--- src/rtl/npc_pkg.sv ---
// rtl/npc_pkg.sv - shared opcodes, FSM states and immediate helpers for npc_mc
package npc_pkg;

    localparam logic [6:0] OP_LUI    = 7'b0110111;
    localparam logic [6:0] OP_AUIPC  = 7'b0010111;
    localparam logic [6:0] OP_JAL    = 7'b1101111;
    localparam logic [6:0] OP_JALR   = 7'b1100111;
    localparam logic [6:0] OP_IMM    = 7'b0010011;
    localparam logic [6:0] OP_REG    = 7'b0110011;
    localparam logic [6:0] OP_SYSTEM = 7'b1110011;

    localparam logic [2:0] F3_ADD = 3'b000;
    localparam logic [6:0] F7_ADD = 7'b0000000;
    localparam logic [6:0] F7_SUB = 7'b0100000;

    localparam logic [31:0] INSN_EBREAK = 32'h0010_0073;

    typedef enum logic [1:0] {
        FETCH = 2'd0,
        EXEC  = 2'd1,
        WB    = 2'd2,
        HALT  = 2'd3
    } state_t;

    typedef enum logic [1:0] {
        IMM_I    = 2'd0,
        IMM_U    = 2'd1,
        IMM_J    = 2'd2,
        IMM_NONE = 2'd3
    } imm_fmt_t;

    // 32-bit sign-extended immediate; callers widen to XLEN.
    function automatic logic [31:0] imm_gen(input logic [31:0] ir, input imm_fmt_t fmt);
        case (fmt)
            IMM_I:   imm_gen = {{20{ir[31]}}, ir[31:20]};
            IMM_U:   imm_gen = {ir[31:12], 12'b0};
            IMM_J:   imm_gen = {{12{ir[31]}}, ir[19:12], ir[20], ir[30:21], 1'b0};
            default: imm_gen = 32'b0;
        endcase
    endfunction

endpackage

--- src/rtl/npc_mc_if.sv ---
// rtl/npc_mc_if.sv - instruction fetch, commit trace and halt status bundle
interface npc_mc_if #(
    parameter int XLEN = 32
);
    logic            imem_req;
    logic [XLEN-1:0] imem_addr;
    logic            imem_valid;
    logic [31:0]     imem_rdata;
    logic [XLEN-1:0] pc;
    logic            commit_valid;
    logic [XLEN-1:0] commit_pc;
    logic [4:0]      commit_rd;
    logic [XLEN-1:0] commit_data;
    logic            halt;
    logic            trap;

    modport master (
        output imem_req, imem_addr, pc,
        output commit_valid, commit_pc, commit_rd, commit_data,
        output halt, trap,
        input  imem_valid, imem_rdata
    );

    modport slave (
        input  imem_req, imem_addr, pc,
        input  commit_valid, commit_pc, commit_rd, commit_data,
        input  halt, trap,
        output imem_valid, imem_rdata
    );
endinterface

--- src/rtl/npc_regfile.sv ---
// rtl/npc_regfile.sv - x0-hardwired register file, two async reads, one sync write
module npc_regfile #(
    parameter int NREG = 32,
    parameter int XLEN = 32
) (
    input  logic            clk,
    input  logic            rst,
    input  logic [4:0]      i_rs1,
    input  logic [4:0]      i_rs2,
    output logic [XLEN-1:0] o_rs1_data,
    output logic [XLEN-1:0] o_rs2_data,
    input  logic            i_we,
    input  logic [4:0]      i_rd,
    input  logic [XLEN-1:0] i_rd_data
);
    localparam int AW = $clog2(NREG);

    logic [XLEN-1:0] r_regs [NREG];

    // Out-of-range indices for RV32E are trapped in decode, so only the low bits address.
    assign o_rs1_data = (i_rs1 == 5'd0) ? '0 : r_regs[i_rs1[AW-1:0]];
    assign o_rs2_data = (i_rs2 == 5'd0) ? '0 : r_regs[i_rs2[AW-1:0]];

    always_ff @(posedge clk) begin
        if (rst) begin
            for (int i = 0; i < NREG; i++) begin
                r_regs[i] <= '0;
            end
        end else if (i_we && (i_rd != 5'd0)) begin
            r_regs[i_rd[AW-1:0]] <= i_rd_data;
        end
    end

endmodule

--- src/rtl/npc_mc.sv ---
// rtl/npc_mc.sv - multi-cycle RV32I/E subset core (FETCH/EXEC/WB/HALT)
// Optional: NPC_EBREAK_HALT_EN makes EBREAK halt the core instead of retiring as a NOP.
import npc_pkg::*;

module npc_mc #(
    parameter int              XLEN     = 32,
    parameter int              NREG     = 32,
    parameter logic [XLEN-1:0] RESET_PC = 32'h8000_0000
) (
    input  logic      clk,
    input  logic      rst,
    npc_mc_if.master  bus
);
    localparam bit RV32E = (NREG <= 16);

    state_t          r_state;
    state_t          w_next_state;
    logic [XLEN-1:0] r_pc;
    logic [XLEN-1:0] r_next_pc;
    logic [31:0]     r_ir;
    logic            r_halt;
    logic            r_trap;
    logic            r_cv;
    logic [XLEN-1:0] r_cpc;
    logic [4:0]      r_crd;
    logic [XLEN-1:0] r_cdata;

    logic [6:0]      w_opcode;
    logic [4:0]      w_rd;
    logic [2:0]      w_f3;
    logic [4:0]      w_rs1;
    logic [4:0]      w_rs2;
    logic [6:0]      w_f7;
    logic [XLEN-1:0] w_rs1_data;
    logic [XLEN-1:0] w_rs2_data;

    imm_fmt_t        w_fmt;
    logic            w_legal;
    logic            w_use_rd;
    logic            w_use_rs1;
    logic            w_use_rs2;
    logic            w_is_jump;
    logic            w_is_ebreak;
    logic            w_idx_bad;
    logic            w_misaligned;
    logic            w_fault;
    logic            w_ebreak_halt;
    logic [XLEN-1:0] w_imm;
    logic [XLEN-1:0] w_link;
    logic [XLEN-1:0] w_target;
    logic [XLEN-1:0] w_next_pc;
    logic [XLEN-1:0] w_result;

    assign w_opcode = r_ir[6:0];
    assign w_rd     = r_ir[11:7];
    assign w_f3     = r_ir[14:12];
    assign w_rs1    = r_ir[19:15];
    assign w_rs2    = r_ir[24:20];
    assign w_f7     = r_ir[31:25];

    npc_regfile #(
        .NREG (NREG),
        .XLEN (XLEN)
    ) u_regfile (
        .clk        (clk),
        .rst        (rst),
        .i_rs1      (w_rs1),
        .i_rs2      (w_rs2),
        .o_rs1_data (w_rs1_data),
        .o_rs2_data (w_rs2_data),
        .i_we       (r_state == WB),
        .i_rd       (r_crd),
        .i_rd_data  (r_cdata)
    );

    always_comb begin
        w_fmt       = IMM_NONE;
        w_legal     = 1'b0;
        w_use_rd    = 1'b0;
        w_use_rs1   = 1'b0;
        w_use_rs2   = 1'b0;
        w_is_jump   = 1'b0;
        w_is_ebreak = 1'b0;
        case (w_opcode)
            OP_LUI, OP_AUIPC: begin
                w_legal  = 1'b1;
                w_use_rd = 1'b1;
                w_fmt    = IMM_U;
            end
            OP_JAL: begin
                w_legal   = 1'b1;
                w_use_rd  = 1'b1;
                w_is_jump = 1'b1;
                w_fmt     = IMM_J;
            end
            OP_JALR: begin
                w_legal   = (w_f3 == F3_ADD);
                w_use_rd  = 1'b1;
                w_use_rs1 = 1'b1;
                w_is_jump = 1'b1;
                w_fmt     = IMM_I;
            end
            OP_IMM: begin
                w_legal   = (w_f3 == F3_ADD);
                w_use_rd  = 1'b1;
                w_use_rs1 = 1'b1;
                w_fmt     = IMM_I;
            end
            OP_REG: begin
                w_legal   = (w_f3 == F3_ADD) && ((w_f7 == F7_ADD) || (w_f7 == F7_SUB));
                w_use_rd  = 1'b1;
                w_use_rs1 = 1'b1;
                w_use_rs2 = 1'b1;
            end
            OP_SYSTEM: begin
                w_is_ebreak = (r_ir == INSN_EBREAK);
                w_legal     = w_is_ebreak;
            end
            default: ;
        endcase
    end

    assign w_idx_bad = RV32E && ((w_use_rd  && w_rd[4])  ||
                                 (w_use_rs1 && w_rs1[4]) ||
                                 (w_use_rs2 && w_rs2[4]));

    assign w_imm  = XLEN'($signed(imm_gen(r_ir, w_fmt)));
    assign w_link = r_pc + XLEN'(4);

    // JALR clears bit 0 of the target; bit 1 left set means a misaligned fetch.
    assign w_target = (w_opcode == OP_JALR)
                    ? ((w_rs1_data + w_imm) & {{(XLEN-1){1'b1}}, 1'b0})
                    : (r_pc + w_imm);
    assign w_next_pc    = w_is_jump ? w_target : w_link;
    assign w_misaligned = w_is_jump && w_target[1];
    assign w_fault      = !w_legal || w_idx_bad || w_misaligned;

`ifdef NPC_EBREAK_HALT_EN
    assign w_ebreak_halt = w_is_ebreak;
`else
    assign w_ebreak_halt = 1'b0;
`endif

    always_comb begin
        w_result = '0;
        case (w_opcode)
            OP_LUI:           w_result = w_imm;
            OP_AUIPC:         w_result = r_pc + w_imm;
            OP_JAL, OP_JALR:  w_result = w_link;
            OP_IMM:           w_result = w_rs1_data + w_imm;
            OP_REG:           w_result = w_f7[5] ? (w_rs1_data - w_rs2_data)
                                                 : (w_rs1_data + w_rs2_data);
            default:          w_result = '0;
        endcase
    end

    always_ff @(posedge clk) begin
        if (rst) begin
            r_state <= FETCH;
        end else begin
            r_state <= w_next_state;
        end
    end

    always_comb begin
        w_next_state = r_state;
        case (r_state)
            FETCH:   if (bus.imem_valid) w_next_state = EXEC;
            EXEC:    w_next_state = (w_fault || w_ebreak_halt) ? HALT : WB;
            WB:      w_next_state = FETCH;
            HALT:    w_next_state = HALT;
            default: w_next_state = FETCH;
        endcase
    end

    always_ff @(posedge clk) begin
        if (rst) begin
            r_pc      <= RESET_PC;
            r_next_pc <= RESET_PC;
            r_ir      <= '0;
            r_halt    <= 1'b0;
            r_trap    <= 1'b0;
            r_cv      <= 1'b0;
            r_cpc     <= '0;
            r_crd     <= '0;
            r_cdata   <= '0;
        end else begin
            r_cv <= 1'b0;
            case (r_state)
                FETCH: begin
                    if (bus.imem_valid) r_ir <= bus.imem_rdata;
                end
                EXEC: begin
                    if (w_fault) begin
                        r_halt <= 1'b1;
                        r_trap <= 1'b1;
                    end else if (w_ebreak_halt) begin
                        r_halt <= 1'b1;
                    end else begin
                        // Commit fields double as the WB write port into the regfile.
                        r_cv      <= 1'b1;
                        r_cpc     <= r_pc;
                        r_crd     <= w_use_rd ? w_rd : 5'd0;
                        r_cdata   <= w_result;
                        r_next_pc <= w_next_pc;
                    end
                end
                WB: begin
                    r_pc <= r_next_pc;
                end
                default: ;
            endcase
        end
    end

    assign bus.imem_req     = (r_state == FETCH);
    assign bus.imem_addr    = r_pc;
    assign bus.pc           = r_pc;
    assign bus.commit_valid = r_cv;
    assign bus.commit_pc    = r_cpc;
    assign bus.commit_rd    = r_crd;
    assign bus.commit_data  = r_cdata;
    assign bus.halt         = r_halt;
    assign bus.trap         = r_trap;

endmodule

--- src/flat_wrapper.sv ---
// flat-port wrapper written by rule: the top's interface ports become plain ports
module npc_mc_flat 
#(
    parameter int              XLEN     = 32,
    parameter int              NREG     = 32,
    parameter logic [XLEN-1:0] RESET_PC = 32'h8000_0000
)
  (clk, rst, bus_imem_req, bus_imem_addr, bus_pc, bus_commit_valid, bus_commit_pc, bus_commit_rd, bus_commit_data, bus_halt, bus_trap, bus_imem_valid, bus_imem_rdata);
  npc_mc_if #(.XLEN(XLEN)) bus_i ();
  input  logic clk;
  input  logic rst;
  output wire logic [$bits(bus_i.imem_req)-1:0] bus_imem_req;
  output wire logic [$bits(bus_i.imem_addr)-1:0] bus_imem_addr;
  output wire logic [$bits(bus_i.pc)-1:0] bus_pc;
  output wire logic [$bits(bus_i.commit_valid)-1:0] bus_commit_valid;
  output wire logic [$bits(bus_i.commit_pc)-1:0] bus_commit_pc;
  output wire logic [$bits(bus_i.commit_rd)-1:0] bus_commit_rd;
  output wire logic [$bits(bus_i.commit_data)-1:0] bus_commit_data;
  output wire logic [$bits(bus_i.halt)-1:0] bus_halt;
  output wire logic [$bits(bus_i.trap)-1:0] bus_trap;
  input wire logic [$bits(bus_i.imem_valid)-1:0] bus_imem_valid;
  input wire logic [$bits(bus_i.imem_rdata)-1:0] bus_imem_rdata;
  assign bus_imem_req = bus_i.imem_req;
  assign bus_imem_addr = bus_i.imem_addr;
  assign bus_pc = bus_i.pc;
  assign bus_commit_valid = bus_i.commit_valid;
  assign bus_commit_pc = bus_i.commit_pc;
  assign bus_commit_rd = bus_i.commit_rd;
  assign bus_commit_data = bus_i.commit_data;
  assign bus_halt = bus_i.halt;
  assign bus_trap = bus_i.trap;
  assign bus_i.imem_valid = bus_imem_valid;
  assign bus_i.imem_rdata = bus_imem_rdata;
  npc_mc #(.XLEN(XLEN), .NREG(NREG), .RESET_PC(RESET_PC)) u_core (.clk(clk), .rst(rst), .bus(bus_i));
endmodule
--- config.mk ---
export PLATFORM = sky130hd
export DESIGN_NAME = npc_mc_flat
export DESIGN_NICKNAME = d
export VERILOG_FILES = /design/src/rtl/npc_pkg.sv /design/src/rtl/npc_mc_if.sv /design/src/rtl/npc_regfile.sv /design/src/rtl/npc_mc.sv /design/src/flat_wrapper.sv
export SDC_FILE = /design/constraint.sdc
export NUM_CORES = 2
export LEC_CHECK = 0
export CAP_MARGIN = 20
export CORE_AREA = 2 2 384 386
export CTS_CLUSTER_DIAMETER = 120
export DETAILED_ROUTE_END_ITERATION = 8
export DIE_AREA = 0 0 386 388
export GPL_ROUTABILITY_DRIVEN = 0
export GPL_TIMING_DRIVEN = 1
export PLACE_DENSITY_LB_ADDON = 0.12
export SYNTH_ARGS = -nofsm -noshare
export SYNTH_HDL_FRONTEND = slang
export SYNTH_SLANG_ARGS = --single-unit
--- constraint.sdc ---
create_clock -name clk -period 8.5 [get_ports clk]
set_clock_uncertainty 0.15 [all_clocks]
set_input_delay 1.7 -clock clk [delete_from_list [all_inputs] [get_ports clk]]
set_output_delay 1.7 -clock clk [all_outputs]
set_load 0.02 [all_outputs]
==> impl.org <==
** Run status
- The run finished with clean final reports.

** Floorplanning
- Die Span X :: 386 µm
- Area of the die :: 150,000 µm²
- I/O Pins :: 172
- Vert. Die Dim :: 388 µm
- Initial cell density of the core :: 0.467
- The total area inside the core boundary comes to 145,000 µm².
- Row generation in the floorplan step produced 140 rows.

** Global routing
- For met1 alone, demand over resource in global routing was 0.452.
- For this run, the total global-route usage over all layers was measured as 0.332.
- met2 is the most crowded layer.
- Global route overflow :: 0
- First-pass GRT wire length :: 349,000 µm
- In the global route stage, met3 resource usage came out at 0.0716.
- The number of antenna violations at the first check in global routing is 11.
- Entering global routing, the biggest net connects 81 pins.
- In the global route stage, met2 resource usage came out at 0.502.
- Via count of the first global-routing pass :: 46,000

** Timing
- The worst path in the final design needs a cycle of 7030 ps, including I/O delays and setup.
- In the final timing run, aggregate negative setup slack is 0 ps.
- Setup repair after global routing left no endpoint under its margin.
- Final period util :: 0.827
- The final max-slew violation count was 0.
- At the pin with the least slew margin, the transition time is 1190 ps.
- Headroom to the max-slew limit :: 0.184
- The number of hold-slack violations in the final timing report is 0.
- Derived from the worst setup path, the maximum achievable clock frequency is 0.142 GHz.
- Final setup violation count :: 0

** Synthesis
- Portion of netlist area occupied by mux cells :: 0.206
- In the post-synthesis netlist, the biggest area contributors are sky130_fd_sc_hd__edfxtp_1 (45%), sky130_fd_sc_hd__mux4_2 (19%), sky130_fd_sc_hd__and2_1 (9.3%).
- The share of the Yosys chip area taken by registers is 0.506.
- Yosys synthesis warning count :: 0
- Post-Syn Area per Cell :: 13.1 µm²
- The synthesized design contains 1,024 enable-type register cells.
- The cell area that synthesis handed to floorplanning was 67,900 µm².
- Proportion of synthesized flip-flops having asynchronous set or reset :: 0
- Share of the synthesized area in the top cell type :: 0.453
- The cell count after synthesis came out at 5,173.
- Of the total synthesized cell area, the portion taken by XOR and XNOR cells is 0.0181.
- Compound-gate portion of the synthesized area :: 0.0690
- Fraction of the mapped netlist area in simple logic gates :: 0.147
- Dominant combinational cell family by area after synthesis :: multiplexers
- The biggest area contributor in the post-synthesis netlist is sky130_fd_sc_hd__edfxtp_1.
- After synthesis the netlist holds a flip-flop and latch count of 1,203.
- The synthesized netlist contains 77 unique library cells.
- Post-synthesis adder-cell area fraction :: 0.0184
- In the synthesized netlist the dominant register cell turns out to be sky130_fd_sc_hd__edfxtp_1.

** Clock tree
- Once the clock tree was built, the setup fixing pass inserted 0 buffers.
- For the worst-skew pair, the clock arrives at the later sink with an insertion delay of 800 ps.
- TritonCTS built the clock tree.
- Clock-pin slew was measured on the worst setup and hold paths at 60 ps.
- Clk root buf :: sky130_fd_sc_hd__clkbuf_16
- Inserted Clock Buffers :: 141
- Hold buffer count at cts :: 0
- PostCTS Resize Cnt :: 0
- TritonCTS Sinks :: 1,203
- Buffer levels on the longest clock path :: 3
- Number of H-tree levels :: 4

** Power
- Sw frac :: 0.269
- Power comes to 15.0 mW.
- Switching power summed over all nets :: 4.04 mW
- The share of total power dissipated in sequential elements is 0.448.
- Leakage power :: 26.5 nW
- Dividing total power by cell area gives a power density of 196 nW/µm².
- The share of total power dissipated in the clock network is 0.403.
- The worst-case IR drop observed on VDD is 0.000167 V.
- Cell internal power was estimated by the tool at 11.0 mW.
- Of the total power, combinational logic draws 0.149.

** Worst setup path
- Minimum setup slack among reg-to-reg paths :: 1470 ps
- CP Data Required Time :: 9030 ps
- STA classifies the critical path endpoint as a flop.
- In this run the worst path has a maximum fanout of 30.
- By startpoint and endpoint, the worst setup path is classified as flop to flop.
- In this design, the stage delay of the slowest critical-path cell is 780 ps.
- Critical path, cell by cell :: buf_4, mux4_2, nand2_1, o2111ai_1, a22oi_1, nand4b_1, nor4_1, nand2_1, inv_1, a21oi_1, xor2_1, ha_1, nand2_1, o21ai_0, o41ai_1, o22ai_1, or3_1, a31oi_1, xor2_1, o221ai_1, a221o_1, a22o_1
- Most used cell along the critical path :: sky130_fd_sc_hd__nand2_1
- STA puts the critical path data arrival time at 7560 ps.
- The worst register-to-register path has a depth of 22.
- Among all stages on the critical path, the largest delay is contributed by sky130_fd_sc_hd__dfxtp_4.
- Crit start category :: flop
- FF-to-FF End :: u_core.bus.commit_data[27]

** Finish
- Net count, final :: 5,357
- Of the cells placed in the final design, the portion with a size suffix greater than 1 is 0.204.
- Area Growth Syn to Fin :: 12.5%
- With fillers left out, the area of the finished cells amounts to 76,400 µm².

** Placed design
- Buffers placed on the I/O ports in this run total 171.
- The HPWL after detailed placement is 158,000 µm.
- In this run the cell area measured after placement is 71,900 µm².

** Route
- After detailed routing, the number of remaining DRC violations is 0.
- In the final routed layout, each cell accounts on average for 34.3 µm.
- Across all layers, the routed design uses 47,400 vias.
- Iter 0 DRT Violations :: 6,146
- Before antenna repair, the detailed router went through 6 iterations.
- Wires add up to 249,000 µm.
- In this run the remaining antenna-violating nets after routing total 0.
- Dividing the detail-routed via count by the number of cells gives 6.54.

** Min path
- In this run the worst hold path is classified as flop to flop.
- Source of the worst hold timing path :: u_core.bus.commit_pc[10]
- End of the worst hold path :: u_core.bus.commit_pc[10]
- The worst hold path passes through 2 cells.

** Run
- The tool flagged a number of max-cap violations equal to 0.
==> worst max-delay path by stage <==
stage,startpoint,endpoint,depth (start not counted)
after floorplan,flop,u_core.bus.commit_data[31],21
after global placement,flop,u_core.bus.commit_data[27],22
after detailed placement,flop,u_core.bus.commit_data[27],22
after CTS,flop,u_core.bus.commit_data[27],22
after global routing,flop,u_core.bus.commit_data[27],22
final,flop,u_core.bus.commit_data[27],22
==> Yosys cell counts (25+ instances only) <==
cell,count
sky130_fd_sc_hd__edfxtp_1,1024
sky130_fd_sc_hd__nand2b_1,25
sky130_fd_sc_hd__buf_2,30
sky130_fd_sc_hd__inv_1,33
sky130_fd_sc_hd__a211oi_1,39
sky130_fd_sc_hd__xnor2_1,83
sky130_fd_sc_hd__a21oi_1,239
sky130_fd_sc_hd__nor2b_1,34
sky130_fd_sc_hd__buf_4,55
sky130_fd_sc_hd__clkbuf_1,362
sky130_fd_sc_hd__nand2_1,370
sky130_fd_sc_hd__nor2_1,190
sky130_fd_sc_hd__nor3_1,34
sky130_fd_sc_hd__a221oi_1,32
sky130_fd_sc_hd__ha_1,95
sky130_fd_sc_hd__o21ai_0,81
sky130_fd_sc_hd__xor2_1,57
sky130_fd_sc_hd__mux2i_1,87
sky130_fd_sc_hd__a22oi_1,34
sky130_fd_sc_hd__buf_1,31
sky130_fd_sc_hd__dfxtp_1,179
sky130_fd_sc_hd__and2_1,1008
sky130_fd_sc_hd__o22ai_1,41
sky130_fd_sc_hd__nand3_1,33
sky130_fd_sc_hd__a21o_1,61
sky130_fd_sc_hd__or2_2,39
sky130_fd_sc_hd__mux4_2,582
==> flip-flops by register name, summed over array words and instances (netlist names), named ones only <==
name	count
u_core.bus.halt	1
u_core.bus.imem_addr	32
u_core.r_next_pc	32
u_core.r_state	2
u_core.bus.commit_data	32
u_core.bus.commit_rd	5
u_core.r_ir	32
u_core.bus.commit_valid	1
u_core.bus.commit_pc	32
u_core.u_regfile.r_regs	1024
==> stage by stage <==
step / hold WS, ps / cells / worst slack [ps] / util
5_1_grt: 313 / 7253 / 1000 / 0.526
3_5_place_dp: 293 / 6998 / 1710 / 0.495
6_report: 299 / 7254 / 1470 / 0.526
4_1_cts: 301 / 7253 / 1660 / 0.526
3_3_place_gp: 288 / 6998 / 1570 / 0.495
2_1_floorplan: 275 / 5204 / 2360 / -
==> layout make-up <==
| type | instances | area, µm² |
|---|---|---|
| diodes | 1 | 2.50 |
| clock buffers | 177 | 3810 |
| clock inverters | 78 | 691 |
| fillers | 12100 | 68900 |
| inverters | 33 | 124 |
| multi-input cells | 3474 | 31600 |
| flip-flops and latches | 1203 | 34400 |
| well taps | 1917 | 2400 |
| repair buffers | 371 | 3410 |
==> power by group through the flow <==
stage          combinational (mW)  sequential [mW]  clock, mW
2_1_floorplan                1.47             6.76          0
3_3_place_gp                 2.18             6.83          0
3_5_place_dp                 2.18             6.84          0
4_1_cts                      2.19             6.72       6.08
5_1_grt                      2.33             6.74       6.31
6_report                     2.23             6.73       6.04
==> critical path, delay by kind of cell, from the launching register on <==
kind / cells / cell delay (ps)
buffers and inverters: 2 / 600
xor gates and xnor gates: 2 / 390
muxes: 1 / 370
adders and majority gates: 1 / 370
DFF: 1 / 780
AOI/OAI and AO/OA: 10 / 2860
and+or+nand+nor: 6 / 1350
==> logic make-up (layout without fill, tap and decap cells) <==
| family | count (synthesis) | count (layout) |
|---|---|---|
| and+or+nand+nor | 1822 | 1822 |
| adders and majority gates | 98 | 98 |
| xor gates and xnor gates | 140 | 140 |
| other | 1 | 33 |
| muxes | 671 | 671 |
| AOI/OAI and AO/OA | 711 | 711 |
| buffers and inverters | 527 | 659 |
| DFF | 1203 | 1203 |
==> layout by cell type, fill, tap and decap left out, drive strengths merged, types with 57 or more instances in the layout <==
master and instances:
xor2 57, clkdlybuf4s50 170, and2 1008, dfxtp 179, clkbuf 177, mux4 582, a21o 61, nor2 190
edfxtp 1024, a21oi 239, nand2 371, o21ai 81, clkinv 58, mux2i 87, xnor2 83, ha 95
buf 201
==> layer usage <==
metal / share of wire / up-vias
met2: 0.45 / 2859
met5: 0.00014 / -
met3: 0.10 / 521
met4: 0.058 / 6
met1: 0.39 / 24400
li1: - / 19600
Note: power is estimated with default switching activity, not from simulation.
